## src/rtl/pf_mem_arbiter_pkg.sv

```systemverilog
// Shared types and address helpers for the instruction-side memory arbiter (package pf_pkg).
package pf_pkg;

  localparam int ICACHE_LINE_WIDTH = 128;

  typedef enum logic [1:0] {
    IDLE,
    WAIT_GNT,
    WAIT_RSP,
    DRAIN
  } arb_state_e;

  typedef enum logic {
    OWN_DMD,
    OWN_PF
  } owner_e;

  // Zero the line-offset bits of a byte address; callers cast back to their width.
  function automatic logic [63:0] line_align(input logic [63:0] addr, input int ofs);
    return (addr >> ofs) << ofs;
  endfunction

  function automatic logic [63:0] page_of(input logic [63:0] addr, input int page_bits);
    return addr >> page_bits;
  endfunction

endpackage

```

## src/rtl/pf_mem_arbiter_page_filter.sv

```systemverilog
// Remembers the page of the last granted line and flags prefetches that would leave it.
module pf_page_filter
  import pf_pkg::*;
#(
  parameter int ADDR_WIDTH = 32,
  parameter int PAGE_BITS  = 12
) (
  input  logic                  clk_i,
  input  logic                  rst_i,
  input  logic                  flush_i,
  input  logic                  upd_i,
  input  logic [ADDR_WIDTH-1:0] upd_addr_i,
  input  logic [ADDR_WIDTH-1:0] chk_addr_i,
  output logic                  cross_o
);

  localparam int PW = ADDR_WIDTH - PAGE_BITS;

  logic [PW-1:0] page_q;
  logic          page_valid_q;
  logic [PW-1:0] chk_page;

  assign chk_page = PW'(page_of(64'(chk_addr_i), PAGE_BITS));

  always_ff @(posedge clk_i) begin
    if (rst_i) begin
      page_q       <= '0;
      page_valid_q <= 1'b0;
    end else begin
      if (upd_i) page_q <= PW'(page_of(64'(upd_addr_i), PAGE_BITS));
      // Flush wins: after a squash any page is acceptable again.
      if (flush_i)    page_valid_q <= 1'b0;
      else if (upd_i) page_valid_q <= 1'b1;
    end
  end

  assign cross_o = page_valid_q && (chk_page != page_q);

endmodule

```

## src/rtl/pf_mem_arbiter.sv

```systemverilog
// Arbitrates the instruction memory port between demand refills and next-line prefetches.
// Optional starvation guard for prefetches: define PF_ARB_STARVE_GUARD_EN.
module pf_mem_arbiter
  import pf_pkg::*;
#(
  parameter int ADDR_WIDTH   = 32,
  parameter int CL_SIZE      = ICACHE_LINE_WIDTH,
  parameter int PAGE_BITS    = 12,
  parameter int STARVE_LIMIT = 4
) (
  input  logic                  clk_i,
  input  logic                  rst_i,
  input  logic                  flush_i,
  input  logic                  en_i,
  input  logic                  dmd_req_i,
  input  logic [ADDR_WIDTH-1:0] dmd_addr_i,
  output logic                  dmd_gnt_o,
  output logic                  dmd_rvalid_o,
  output logic [CL_SIZE-1:0]    dmd_rdata_o,
  input  logic                  pf_req_i,
  input  logic [ADDR_WIDTH-1:0] pf_addr_i,
  output logic                  pf_gnt_o,
  output logic                  pf_drop_o,
  output logic                  pf_rvalid_o,
  output logic [CL_SIZE-1:0]    pf_rdata_o,
  output logic                  mem_req_o,
  output logic [ADDR_WIDTH-1:0] mem_addr_o,
  input  logic                  mem_gnt_i,
  input  logic                  mem_rvalid_i,
  input  logic [CL_SIZE-1:0]    mem_rdata_i,
  output logic                  busy_o
);

  localparam int OFS = $clog2(CL_SIZE / 8);

  // Handshake: a requester's gnt pulses in the IDLE cycle it is accepted; mem_req_o/mem_addr_o
  // stay stable until mem_gnt_i; exactly one mem_rvalid_i closes each accepted request.
  arb_state_e            state_q, state_d;
  owner_e                owner_q, owner_d;
  logic [ADDR_WIDTH-1:0] addr_q, addr_d;
  logic                  flush_seen_q, flush_seen_d;

  logic pf_pend;
  logic pf_cross;
  logic starve_hit;
  logic sel_pf;

  assign pf_pend = pf_req_i && en_i;
  assign sel_pf  = pf_pend && (!dmd_req_i || starve_hit);

`ifdef PF_ARB_STARVE_GUARD_EN
  localparam int SW = $clog2(STARVE_LIMIT + 1);
  logic [SW-1:0] starve_cnt_q;

  always_ff @(posedge clk_i) begin
    if (rst_i || flush_i || !pf_pend || pf_gnt_o || pf_drop_o) begin
      starve_cnt_q <= '0;
    end else if (dmd_gnt_o && (starve_cnt_q != SW'(STARVE_LIMIT))) begin
      starve_cnt_q <= starve_cnt_q + SW'(1);
    end
  end

  assign starve_hit = (starve_cnt_q == SW'(STARVE_LIMIT));
`else
  // Guard compiled out: demand always has strict priority.
  assign starve_hit = (STARVE_LIMIT < 0);
`endif

  pf_page_filter #(
    .ADDR_WIDTH(ADDR_WIDTH),
    .PAGE_BITS (PAGE_BITS)
  ) u_page_filter (
    .clk_i     (clk_i),
    .rst_i     (rst_i),
    .flush_i   (flush_i),
    .upd_i     (dmd_gnt_o || pf_gnt_o),
    .upd_addr_i(pf_gnt_o ? pf_addr_i : dmd_addr_i),
    .chk_addr_i(pf_addr_i),
    .cross_o   (pf_cross)
  );

  always_ff @(posedge clk_i) begin
    if (rst_i) begin
      state_q      <= IDLE;
      owner_q      <= OWN_DMD;
      addr_q       <= '0;
      flush_seen_q <= 1'b0;
    end else begin
      state_q      <= state_d;
      owner_q      <= owner_d;
      addr_q       <= addr_d;
      flush_seen_q <= flush_seen_d;
    end
  end

  always_comb begin
    state_d      = state_q;
    owner_d      = owner_q;
    addr_d       = addr_q;
    flush_seen_d = flush_seen_q;
    dmd_gnt_o    = 1'b0;
    pf_gnt_o     = 1'b0;
    pf_drop_o    = 1'b0;
    dmd_rvalid_o = 1'b0;
    pf_rvalid_o  = 1'b0;
    dmd_rdata_o  = '0;
    pf_rdata_o   = '0;
    mem_req_o    = 1'b0;
    mem_addr_o   = '0;
    if (!rst_i) begin
      unique case (state_q)
        IDLE: begin
          if (!flush_i) begin
            if (sel_pf) begin
              if (pf_cross) begin
                pf_drop_o = 1'b1;
              end else begin
                pf_gnt_o     = 1'b1;
                owner_d      = OWN_PF;
                addr_d       = ADDR_WIDTH'(line_align(64'(pf_addr_i), OFS));
                flush_seen_d = 1'b0;
                state_d      = WAIT_GNT;
              end
            end else if (dmd_req_i) begin
              dmd_gnt_o    = 1'b1;
              owner_d      = OWN_DMD;
              addr_d       = ADDR_WIDTH'(line_align(64'(dmd_addr_i), OFS));
              flush_seen_d = 1'b0;
              state_d      = WAIT_GNT;
            end
          end
        end
        WAIT_GNT: begin
          mem_req_o  = 1'b1;
          mem_addr_o = addr_q;
          if (flush_i) flush_seen_d = 1'b1;
          if (mem_gnt_i) state_d = (flush_seen_q || flush_i) ? DRAIN : WAIT_RSP;
        end
        WAIT_RSP: begin
          if (mem_rvalid_i) begin
            state_d = IDLE;
            if (!flush_i) begin
              if (owner_q == OWN_PF) begin
                pf_rvalid_o = 1'b1;
                pf_rdata_o  = mem_rdata_i;
              end else begin
                dmd_rvalid_o = 1'b1;
                dmd_rdata_o  = mem_rdata_i;
              end
            end
          end else if (flush_i) begin
            state_d = DRAIN;
          end
        end
        DRAIN: begin
          if (mem_rvalid_i) state_d = IDLE;
        end
        default: state_d = IDLE;
      endcase
    end
  end

  assign busy_o = !rst_i && (state_q != IDLE);

endmodule

```

## config.mk

```make
export PLATFORM = sky130hd
export DESIGN_NAME = pf_mem_arbiter
export DESIGN_NICKNAME = d
export VERILOG_FILES = /design/src/rtl/pf_mem_arbiter_pkg.sv /design/src/rtl/pf_mem_arbiter_page_filter.sv /design/src/rtl/pf_mem_arbiter.sv
export SDC_FILE = /design/constraint.sdc
export NUM_CORES = 1
export LEC_CHECK = 0
export CORE_AREA = 2 2 191 193
export CTS_CLUSTER_DIAMETER = 200
export DETAILED_ROUTE_END_ITERATION = 10
export DIE_AREA = 0 0 193 195
export GPL_TIMING_DRIVEN = 0
export PLACE_DENSITY = 0.43
export RECOVER_POWER = 50
export SYNTH_ARGS = -nofsm -noshare
export SYNTH_HDL_FRONTEND = slang
export SYNTH_SLANG_ARGS = --single-unit
```

## constraint.sdc

```tcl
create_clock -name clk_i -period 2.3 [get_ports clk_i]
set_input_delay 0.46 -clock clk_i [delete_from_list [all_inputs] [get_ports clk_i]]
set_output_delay 0.46 -clock clk_i [all_outputs]
set_load 0.05 [all_outputs]
```

==> run_results.csv <==
group,metric,value,unit
outcome,outcome,"finished, violations left",
outcome,violations,"setup timing",
detailed_routing,num_vias,7192,
worst_setup_path,crit_arrival,2020,ps
placement,pre_cts_ws,-2450,ps
final_layout,final_cells,1666,
detailed_routing,drc,0,
floorplan,dieArea,37600,um2
global_routing,overflow,0,
worst_hold_path,hold_end,"u_page_filter.page_q[4]",
worst_setup_path,criticalPathCategory,"register to primary output",
clocking,cts_hold_buf,0,
clocking,htree_levels,2,
floorplan,core_area,35400,um2
sta,fmax,0.403,GHz
sta,fin_crit,2480,ps
placement,globalplace.congestion,0.873,
power_and_ir_drop,p_per_area,231,nW/um2
global_routing,first_global_vias,6970,
clocking,clockBufferDepth,2,
sta,slew_viol_final,0,
worst_hold_path,hold_path_class,"input port to register",
synthesis,syn_area,5040,um2
global_routing,grt_pass1_wl,55400,um
worst_setup_path,worstReg2RegStart,"u_page_filter.page_q[19]",
synthesis,syn_inst,653,
synthesis,syn_avg_cell_area,7.72,um2
detailed_routing,drt_iter0_drc,301,
final_layout,final_cell_area,13500,um2
placement,portBuffers,481,
clocking,cts-root-buf,"clkbuf_16",
worst_hold_path,holdPathStages,3,
placement,dp.cells,1598,
final_layout,final_cell_mix,"167 x clkdlybuf4s50_1, 163 x buf_8, 89 x and3_4",
sta,hold_ws,423,ps
detailed_routing,dr.pass1.iters,5,
worst_setup_path,path_cells,"nor4_4, buf_4, nor2b_4, buf_12, buf_16, clkbuf_16, and2_4, buf_8",
final_layout,layout.nets,1401,
worst_setup_path,worstRegToRegCells,8,
worst_setup_path,max_stage_delay,370,ps
global_routing,track_usage,20.8,%
clocking,clock-sinks,53,
synthesis,ys_ff_latch,53,
sta,tns,-24140,ps
worst_setup_path,crit_fanout,10,
placement,dpl_cell_area,10500,um2
worst_setup_path,crit_family,"buffers and inverters",
detailed_routing,routedWlPerCell,25.8,um
sta,relSlewSlack,59.1,%
detailed_routing,ant_nets,0,
sta,rsz0062_at_grt,"true",
final_layout,drive_above_1_share,54.7,%
floorplan,rows,69,
worst_setup_path,cp-end-kind,"primary output",
worst_setup_path,crit_slowest_cell,"dfxtp_4",
floorplan,boundaryPins,495,
floorplan,die_x,193,um
sta,tightest_slew,614,ps
sta,post-route-period-util,108,%
power_and_ir_drop,p_leak,5.92,nW
placement,hpwlAfterDp,35000,um
job,drv_cap,0,
global_routing,grt_antenna_before_repair,5,
sta,hold_viol,0,
sta,clock_skew,12.4,ps
global_routing,grt_start_max_net_pins,17,
worst_setup_path,reg2reg_slack,260,ps
synthesis,ys_warn_count,0,
sta,setup_slack,-181,ps
synthesis,ys_seq_area_share,21.0,%
final_layout,syn_to_final_growth,167,%
floorplan,initial_utilization,14.2,%
worst_setup_path,path_buf_inv,5,
detailed_routing,vias_per_cell,4.32,
final_layout,fill_cells,3664,
worst_hold_path,worstHoldStart,"pf_addr_i[16]",
floorplan,dieHeight,195,um
worst_setup_path,worst_ep_required_time,1840,ps
clocking,clk_latency,300,ps
clocking,cts_tree,"yes",
worst_setup_path,reg2reg_to,"addr_q[24]",
final_layout,layout_commonest_cell,"clkdlybuf4s50_1",
power_and_ir_drop,irDropWorstVdd,0.000292,V
detailed_routing,wirelength,42900,um
synthesis,synth_cell_types,45,
worst_setup_path,critPathLaunchType,"register",
clocking,clk_pin_slew,80,ps
sta,setup_viol,236,
clocking,cts_buffers,5,
-- state kept, by name, indices dropped and copies added, names as in the netlist --
| name | flops |
|---|---|
| addr_q | 28 |
| u_page_filter.page_q | 20 |
| u_page_filter.page_valid_q | 1 |
| owner_q | 1 |
| state_q | 2 |
| flush_seen_q | 1 |
-- Yosys cell counts, drive strengths merged --
cell type	count	area, um2
conb	1	3.75
o22ai	1	6.26
xor2	1	8.76
nor2b	2	12.5
and3	156	976
dfxtp	53	1060
o21ba	1	10.0
a211oi	58	455
a31oi	2	27.5
or3	1	6.26
o211ai	1	7.51
a21o	1	7.51
nor4	3	46.3
clkbuf	55	206
and2	130	813
nand3	5	25.0
nand2b	1	6.26
mux2	20	225
a21oi	8	40.0
and3b	1	8.76
inv	5	18.8
o21ai	1	5.00
nand4	5	31.3
buf	24	191
a311oi	1	8.76
nor3	3	20.0
xnor2	20	175
clkinv	2	12.5
nor2	6	25.0
mux2i	43	430
nand2	41	159
o2111a	1	11.3
-- area by class of cell --
class / count / area (um2) / area share, %
tap: 461 / 577 / 4.28
multi-input combinational: 517 / 4340 / 32.2
inverter: 7 / 35.0 / 0.260
buffer: 77 / 810 / 6.01
timing repair buffer: 540 / 6490 / 48.2
clock inverter: 2 / 13.8 / 0.102
clock buffer: 6 / 129 / 0.956
sequential: 53 / 1070 / 7.94
antenna: 3 / 7.51 / 0.0557
-- how the worst max path moves through the flow --
stage	start	end	depth (start not counted)
after floorplan	flush_i	dmd_rdata_o[100]	5
after global placement	flush_i	dmd_rdata_o[9]	7
after detailed placement	flush_i	dmd_rdata_o[9]	7
after CTS	state_q[1]	dmd_rdata_o[8]	10
after global routing	state_q[0]	dmd_rdata_o[46]	8
final	state_q[0]	dmd_rdata_o[89]	8
-- stage by stage --
stage,util [%],total power [mW]
after floorplan,-,1.56
after global placement,29.6,2.21
after detailed placement,29.6,2.22
after CTS,31.9,3.06
after global routing,38.1,3.27
final,38.1,3.11
-- report_power, final --
group / switching (mW) / internal [mW] / total [mW] / leakage [nW]
Sequential: 0.0525 / 1.00 / 1.05 / 0.437
Combinational: 0.649 / 0.621 / 1.27 / 5.41
Clock: 0.382 / 0.408 / 0.791 / 0.0713
Total: 1.08 / 2.03 / 3.11 / 5.92
-- worst register-to-register path, delay by kind of cell, from the launching register on --
| kind | cells | cell delay (ps) |
|---|---|---|
| buf+inv | 3 | 570 |
| simple gates | 2 | 510 |
| flops | 1 | 340 |
| compound gates | 2 | 260 |
| xor+xnor | 1 | 230 |
-- timing repair --
action                      CTS  global route
gates cloned                  3            15
setup endpoints to repair   342           302
buffers inserted             11            30
pin swaps                    26            23
resized for setup          1906           728
-- routing by layer --
layer	up-vias	track usage (%)	wire length, um
li1	3403	-	-
met3	16	5.37	3400
met2	298	36.9	21600
met4	2	1.63	288
met5	-	0	13
met1	3473	26.0	17600
-- kinds of logic after synthesis --
kind of cell              share of synthesized area (%)
xor gates and xnor gates                           3.65
AOI/OAI and AO/OA                                  11.5
and+or+nand+nor                                    42.2
buffers and inverters                              8.51
muxes                                              13.0
other                                            0.0744
DFF                                                21.0
(Power assumes the default switching activity.)
